**src/rtl/parking_gate_controller_if.sv**
```systemverilog
// Handshake, gate and occupancy signals shared between the car-park gate
// controller (slave) and whatever drives the entry/exit requests (master).
interface parking_gate_controller_if;
    logic       entry_req;
    logic       exit_req;
    logic [2:0] exit_slot;
    logic       entry_ack;
    logic       entry_reject;
    logic [2:0] entry_slot;
    logic       exit_ack;
    logic       exit_err;
    logic       entry_gate;
    logic       exit_gate;
    logic [7:0] free_map;
    logic [3:0] parked;
    logic [3:0] empty;
    logic       busy;

    modport master (
        output entry_req, exit_req, exit_slot,
        input  entry_ack, entry_reject, entry_slot, exit_ack, exit_err,
        input  entry_gate, exit_gate, free_map, parked, empty, busy
    );

    modport slave (
        input  entry_req, exit_req, exit_slot,
        output entry_ack, entry_reject, entry_slot, exit_ack, exit_err,
        output entry_gate, exit_gate, free_map, parked, empty, busy
    );
endinterface

```
**src/rtl/parking_gate_controller.sv**
```systemverilog
// Round-robin entry/exit gate sequencer for an 8-slot car park; owns the
// occupancy map (1 = empty) and keeps parked/empty counts in step with it.
module parking_gate_controller #(
    parameter int         GATE_CYCLES = 4,
    parameter logic [7:0] INIT_FREE   = 8'hFF
) (
    input logic                       clk,
    input logic                       reset,
    parking_gate_controller_if.slave  bus
);

    typedef enum logic [1:0] {
        IDLE,
        ENT_OPEN,
        EXT_OPEN,
        HOLD
    } state_t;

    localparam logic [7:0] GATE_LOAD  = 8'(GATE_CYCLES - 1);
    localparam logic [3:0] INIT_EMPTY = 4'($countones(INIT_FREE));

    state_t     state, state_next;
    logic       token_exit, token_exit_next;
    logic [7:0] gate_cnt, gate_cnt_next;
    logic       entry_ack_next, entry_reject_next, exit_ack_next, exit_err_next;
    logic       entry_gate_next, exit_gate_next;
    logic [2:0] entry_slot_next;
    logic [7:0] free_map_next;
    logic [3:0] parked_next, empty_next;
    logic [2:0] lowest_free;
    logic       serve_entry, serve_exit;

    // Priority encoder: lowest index whose map bit is 1 (only used when map != 0)
    always_comb begin
        lowest_free = 3'd0;
        for (int i = 7; i >= 0; i--) begin
            if (bus.free_map[i]) lowest_free = 3'(i);
        end
    end

    // Both requests pending: the token side wins; otherwise whoever is asking
    assign serve_entry = bus.entry_req && (!bus.exit_req || !token_exit);
    assign serve_exit  = bus.exit_req && !serve_entry;

    always_comb begin
        state_next        = state;
        token_exit_next   = token_exit;
        gate_cnt_next     = gate_cnt;
        entry_ack_next    = 1'b0;
        entry_reject_next = 1'b0;
        exit_ack_next     = 1'b0;
        exit_err_next     = 1'b0;
        entry_gate_next   = bus.entry_gate;
        exit_gate_next    = bus.exit_gate;
        entry_slot_next   = bus.entry_slot;
        free_map_next     = bus.free_map;
        parked_next       = bus.parked;
        empty_next        = bus.empty;

        case (state)
            IDLE: begin
                if (serve_entry) begin
                    entry_ack_next  = 1'b1;
                    token_exit_next = 1'b1;
                    if (bus.free_map != 8'h00) begin
                        entry_slot_next              = lowest_free;
                        free_map_next[lowest_free]   = 1'b0;
                        parked_next                  = bus.parked + 4'd1;
                        empty_next                   = bus.empty - 4'd1;
                        entry_gate_next              = 1'b1;
                        gate_cnt_next                = GATE_LOAD;
                        state_next                   = ENT_OPEN;
                    end else begin
                        entry_reject_next = 1'b1;
                        state_next        = HOLD;
                    end
                end else if (serve_exit) begin
                    exit_ack_next   = 1'b1;
                    token_exit_next = 1'b0;
                    if (!bus.free_map[bus.exit_slot]) begin
                        free_map_next[bus.exit_slot] = 1'b1;
                        parked_next                  = bus.parked - 4'd1;
                        empty_next                   = bus.empty + 4'd1;
                        exit_gate_next               = 1'b1;
                        gate_cnt_next                = GATE_LOAD;
                        state_next                   = EXT_OPEN;
                    end else begin
                        exit_err_next = 1'b1;
                        state_next    = HOLD;
                    end
                end
            end
            ENT_OPEN: begin
                if (gate_cnt == 8'd0) begin
                    entry_gate_next = 1'b0;
                    state_next      = IDLE;
                end else begin
                    gate_cnt_next = gate_cnt - 8'd1;
                end
            end
            EXT_OPEN: begin
                if (gate_cnt == 8'd0) begin
                    exit_gate_next = 1'b0;
                    state_next     = IDLE;
                end else begin
                    gate_cnt_next = gate_cnt - 8'd1;
                end
            end
            HOLD: begin
                // One dead cycle so a requester that just saw its ack can drop req
                state_next = IDLE;
            end
            default: begin
                state_next = IDLE;
            end
        endcase
    end

    always_ff @(posedge clk) begin
        if (reset) begin
            state            <= IDLE;
            token_exit       <= 1'b0;
            gate_cnt         <= 8'd0;
            bus.entry_ack    <= 1'b0;
            bus.entry_reject <= 1'b0;
            bus.exit_ack     <= 1'b0;
            bus.exit_err     <= 1'b0;
            bus.entry_gate   <= 1'b0;
            bus.exit_gate    <= 1'b0;
            bus.entry_slot   <= 3'd0;
            bus.free_map     <= INIT_FREE;
            bus.parked       <= 4'd8 - INIT_EMPTY;
            bus.empty        <= INIT_EMPTY;
            bus.busy         <= 1'b0;
        end else begin
            state            <= state_next;
            token_exit       <= token_exit_next;
            gate_cnt         <= gate_cnt_next;
            bus.entry_ack    <= entry_ack_next;
            bus.entry_reject <= entry_reject_next;
            bus.exit_ack     <= exit_ack_next;
            bus.exit_err     <= exit_err_next;
            bus.entry_gate   <= entry_gate_next;
            bus.exit_gate    <= exit_gate_next;
            bus.entry_slot   <= entry_slot_next;
            bus.free_map     <= free_map_next;
            bus.parked       <= parked_next;
            bus.empty        <= empty_next;
            bus.busy         <= (state_next != IDLE);
        end
    end

endmodule
```
**src/flat_wrapper.sv**
```systemverilog
// flat-port wrapper written by rule: the top's interface ports become plain ports
module parking_gate_controller_flat 
#(
    parameter int         GATE_CYCLES = 4,
    parameter logic [7:0] INIT_FREE   = 8'hFF
)
  (clk, reset, bus_entry_req, bus_exit_req, bus_exit_slot, bus_entry_ack, bus_entry_reject, bus_entry_slot, bus_exit_ack, bus_exit_err, bus_entry_gate, bus_exit_gate, bus_free_map, bus_parked, bus_empty, bus_busy);
  parking_gate_controller_if bus_i ();
  input logic clk;
  input logic reset;
  input wire logic [$bits(bus_i.entry_req)-1:0] bus_entry_req;
  input wire logic [$bits(bus_i.exit_req)-1:0] bus_exit_req;
  input wire logic [$bits(bus_i.exit_slot)-1:0] bus_exit_slot;
  output wire logic [$bits(bus_i.entry_ack)-1:0] bus_entry_ack;
  output wire logic [$bits(bus_i.entry_reject)-1:0] bus_entry_reject;
  output wire logic [$bits(bus_i.entry_slot)-1:0] bus_entry_slot;
  output wire logic [$bits(bus_i.exit_ack)-1:0] bus_exit_ack;
  output wire logic [$bits(bus_i.exit_err)-1:0] bus_exit_err;
  output wire logic [$bits(bus_i.entry_gate)-1:0] bus_entry_gate;
  output wire logic [$bits(bus_i.exit_gate)-1:0] bus_exit_gate;
  output wire logic [$bits(bus_i.free_map)-1:0] bus_free_map;
  output wire logic [$bits(bus_i.parked)-1:0] bus_parked;
  output wire logic [$bits(bus_i.empty)-1:0] bus_empty;
  output wire logic [$bits(bus_i.busy)-1:0] bus_busy;
  assign bus_i.entry_req = bus_entry_req;
  assign bus_i.exit_req = bus_exit_req;
  assign bus_i.exit_slot = bus_exit_slot;
  assign bus_entry_ack = bus_i.entry_ack;
  assign bus_entry_reject = bus_i.entry_reject;
  assign bus_entry_slot = bus_i.entry_slot;
  assign bus_exit_ack = bus_i.exit_ack;
  assign bus_exit_err = bus_i.exit_err;
  assign bus_entry_gate = bus_i.entry_gate;
  assign bus_exit_gate = bus_i.exit_gate;
  assign bus_free_map = bus_i.free_map;
  assign bus_parked = bus_i.parked;
  assign bus_empty = bus_i.empty;
  assign bus_busy = bus_i.busy;
  parking_gate_controller #(.GATE_CYCLES(GATE_CYCLES), .INIT_FREE(INIT_FREE)) u_core (.clk(clk), .reset(reset), .bus(bus_i));
endmodule
```
**config.mk**
```make
export PLATFORM = sky130hd
export DESIGN_NAME = parking_gate_controller_flat
export DESIGN_NICKNAME = d
export VERILOG_FILES = /design/src/rtl/parking_gate_controller_if.sv /design/src/rtl/parking_gate_controller.sv /design/src/flat_wrapper.sv
export SDC_FILE = /design/constraint.sdc
export NUM_CORES = 1
export LEC_CHECK = 0
export CAP_MARGIN = 20
export CORE_ASPECT_RATIO = 1.5
export CORE_MARGIN = 8
export CORE_UTILIZATION = 50
export CTS_CLUSTER_SIZE = 40
export DETAILED_ROUTE_END_ITERATION = 16
export GPL_TIMING_DRIVEN = 0
export PLACE_DENSITY = 0.83
export SYNTH_ARGS = -nofsm -noshare
export SYNTH_HDL_FRONTEND = slang
export SYNTH_SLANG_ARGS = --single-unit
```
**constraint.sdc**
```tcl
create_clock -name clk -period 3.7 [get_ports clk]
set_input_delay 0.37 -clock clk [delete_from_list [all_inputs] [get_ports clk]]
set_output_delay 0.37 -clock clk [all_outputs]
set_load 0.05 [all_outputs]
```
==> impl_metrics.env <==
export IMPL_status="finished clean"
export IMPL_synth_top_family_by_area="compound AO/OA/AOI/OAI gates"
export IMPL_final_area_sq_um=2490
export IMPL_cts_buffers=5
export IMPL_drt_wl_total_microns=5330
export IMPL_synth_seq_cells=37
export IMPL_die_w_microns=68.5
export IMPL_end_kind="flop"
export IMPL_ir_drop_v=0.000405
export IMPL_n_antenna_cell=0
export IMPL_ant_nets=0
export IMPL_p_per_area_nw_per_um2=590
export IMPL_dp_cells=311
export IMPL_synth_fa_ha_area_share_pct=7.40
export IMPL_path_class="in2reg"
export IMPL_htreeDepth=2
export IMPL_num_rows=28
export IMPL_ctsResizeCount=0
export IMPL_synth_simple_gate_area_share_pct=20.4
export IMPL_postCtsHoldBufs=0
export IMPL_hpwl_microns=3930
export IMPL_drc=0
export IMPL_cts_tree="done"
export IMPL_rsz0062_at_grt="false"
export IMPL_tightest_slew_ps=745
export IMPL_synth_compound_area_share_pct=24.3
export IMPL_ios=33
export IMPL_die_h_microns=94.7
export IMPL_layout_nets=291
export IMPL_cts_sinks=37
export IMPL_clock_skew_ps=5.07
export IMPL_finalMaxSlewViolations=0
export IMPL_grt_pass1_vias=1898
export IMPL_clk_path_buf_depth=2
export IMPL_required_ps=3870
export IMPL_route_vias_total=1989
export IMPL_synth_warnings=0
export IMPL_synth_ff_type="dfxtp_1"
export IMPL_seq_area_frac_synth_pct=35.9
export IMPL_wl_per_cell_microns=16.8
export IMPL_drt_iter0_drc=144
export IMPL_grt_max_degree=14
export IMPL_synth_mux_area_share_pct=5.40
export IMPL_startpoint_type="input port"
export IMPL_slew_headroom_pct=50.1
export IMPL_path_clk_slew_ps=70
export IMPL_setup_viol=0
export IMPL_synth_xor_area_share_pct=1.70
export IMPL_io_buffers=28
export IMPL_gp_congestion=0.891
export IMPL_synthesis_area_sq_um=2060
export IMPL_grt_pass1_wl_microns=8540
export IMPL_clock_latency_ps=280
export IMPL_first_pass_iters=6
export IMPL_period_needed_ps=2880
export IMPL_worstHoldPathType="reg2reg"
export IMPL_tns_ps=0
export IMPL_arrival_ps=3050
export IMPL_clockRootBuffer="clkbuf_8"
export IMPL_leakage_nw=0.913
export IMPL_start_util_pct=52.1
export IMPL_fin_crit_sh_pct=77.7
export IMPL_post_drt_via_cell_ratio=6.25
export IMPL_syn_nets=256
export IMPL_ys_types=53
export IMPL_design_core_area_sq_um=3960
export IMPL_async_flop_share_pct=0
export IMPL_place_area_sq_um=2400
export IMPL_instances_no_fill=318
export IMPL_drive_gt1_share_pct=7.69
export IMPL_finalHoldViolCount=0
export IMPL_syn_to_final_growth_pct=20.5
export IMPL_grt_usage_pct=16.8
export IMPL_syn_inst=238
export IMPL_cap_violations=0
export IMPL_synth_edf_count=0
export IMPL_crit_fanout=13
export IMPL_synth_avg_cell_area_sq_um=8.67
export IMPL_fmax_ghz=0.348
export IMPL_die_area_sq_um=6480
export IMPL_antenna_found_initial=0
export IMPL_grt_remaining_overflow=0
export IMPL_post_cts_setup_buffers=0
export IMPL_timing_hold_ws_ps=449
flip-flops by register name, summed over array words and instances (netlist names):
signal	cells
u_core.bus.busy	1
u_core.bus.empty	4
u_core.bus.entry_ack	1
u_core.bus.entry_gate	1
u_core.bus.entry_reject	1
u_core.bus.entry_slot	3
u_core.bus.exit_ack	1
u_core.bus.exit_err	1
u_core.bus.exit_gate	1
u_core.bus.free_map	8
u_core.bus.parked	4
u_core.gate_cnt	8
u_core.state	2
u_core.token_exit	1
report_power, final:
part | leakage [nW] | switching [mW] | internal, mW | total, mW
sequential | 0.303 | 0.0511 | 0.461 | 0.512
combinational | 0.566 | 0.425 | 0.250 | 0.675
clock | 0.0443 | 0.133 | 0.148 | 0.281
total | 0.913 | 0.609 | 0.858 | 1.47
logic make-up after synthesis:
group / Yosys count
simple gates: 81
compound gates: 73
flops: 37
buf+inv: 24
fa+ha+maj: 11
mux: 8
xor+xnor: 4
metal layers:
metal / share of wire, % / global-route usage, % / vias up / wire, microns
met5: 0 / 0 / - / 0
met1: 38 / 17.1 / 947 / 2020
met2: 53 / 30.5 / 81 / 2820
met3: 5.8 / 3.20 / 19 / 310
met4: 3.5 / 8.75 / 0 / 184
li1: - / - / 942 / -
worst max-delay path, stage by stage:
cell and delay, ps:
clkdlybuf4s50_1 520, a21bo_2 290, clkbuf_1 580, ha_1 360
a21o_1 170, a21oi_1 200, nor3_1 60, a21oi_1 150
mux2_2 340
cell usage in the layout, fill, tap and decap left out, types with 2 or more instances in the layout:
master           Yosys  routed
clkdlybuf4s50_1      0      28
mux4_2               2       2
o211ai_1             3       3
dfxtp_1             37      37
o31a_1               2       2
or3_1                7       7
clkbuf_1            10      11
fa_1                 2       2
nor2b_1              5       5
xnor2_1              4       4
o311ai_0             2       2
a31oi_1              2       2
o21a_1               5       5
a221o_1              2       2
a211oi_1             6       6
nand2_1             11      11
nand3_1              3       3
inv_1               11      11
ha_1                 9       9
nor2_1              25      25
or4_1                4       4
nand2b_1             3       3
o31ai_1              2       2
o21ai_1              5       5
a21o_1               3       3
a311oi_1             2       2
nand4_1              3       3
mux2i_1              4       4
nor4_1               2       2
clkbuf_8             0       6
o21ai_0              9       9
nor3_1              10      10
a21oi_1             21      21
path summary, 6_finish.rpt:
path,start,end,slack [ps],cells after the start
max,bus_entry_req,u_core.bus.parked[3],820,9
min reg2reg,u_core.bus.entry_slot[1],u_core.bus.entry_slot[1],450,2
min,u_core.bus.entry_slot[1],u_core.bus.entry_slot[1],450,2
max reg2reg,u_core.token_exit,u_core.bus.parked[3],1120,8
metrics by stage:
stage,setup slack [ps],util (%),power (mW)
4_1_cts,887,62.8,1.47
3_3_place_gp,598,60.6,1.18
6_report,824,62.8,1.47
2_1_floorplan,1240,-,1.02
3_5_place_dp,581,60.6,1.19
5_1_grt,700,62.8,1.56
Yosys cell counts (all sizes together), types with 4 or more instances:
library cell	number	area share [%]
or3	7	2.1
nor2b	5	1.5
inv	11	2.0
o21ai	15	3.8
ha	9	5.5
mux2i	4	1.9
a211oi	7	3.2
clkbuf	11	2.1
dfxtp	37	36
or4	4	1.5
o21a	5	1.8
nand2	11	2.0
xnor2	4	1.7
a21oi	21	5.1
nor2	26	4.9
nor3	10	2.4
layout make-up:
cell class | count | area (sq um)
buffer | 13 | 61.3
clock buffer | 7 | 86.3
fill | 355 | 1470
inverter | 11 | 41.3
multi-input combinational | 177 | 1220
sequential | 37 | 741
tap | 45 | 56.3
timing repair buffer | 28 | 280
Power figures use the tool's default switching activity.
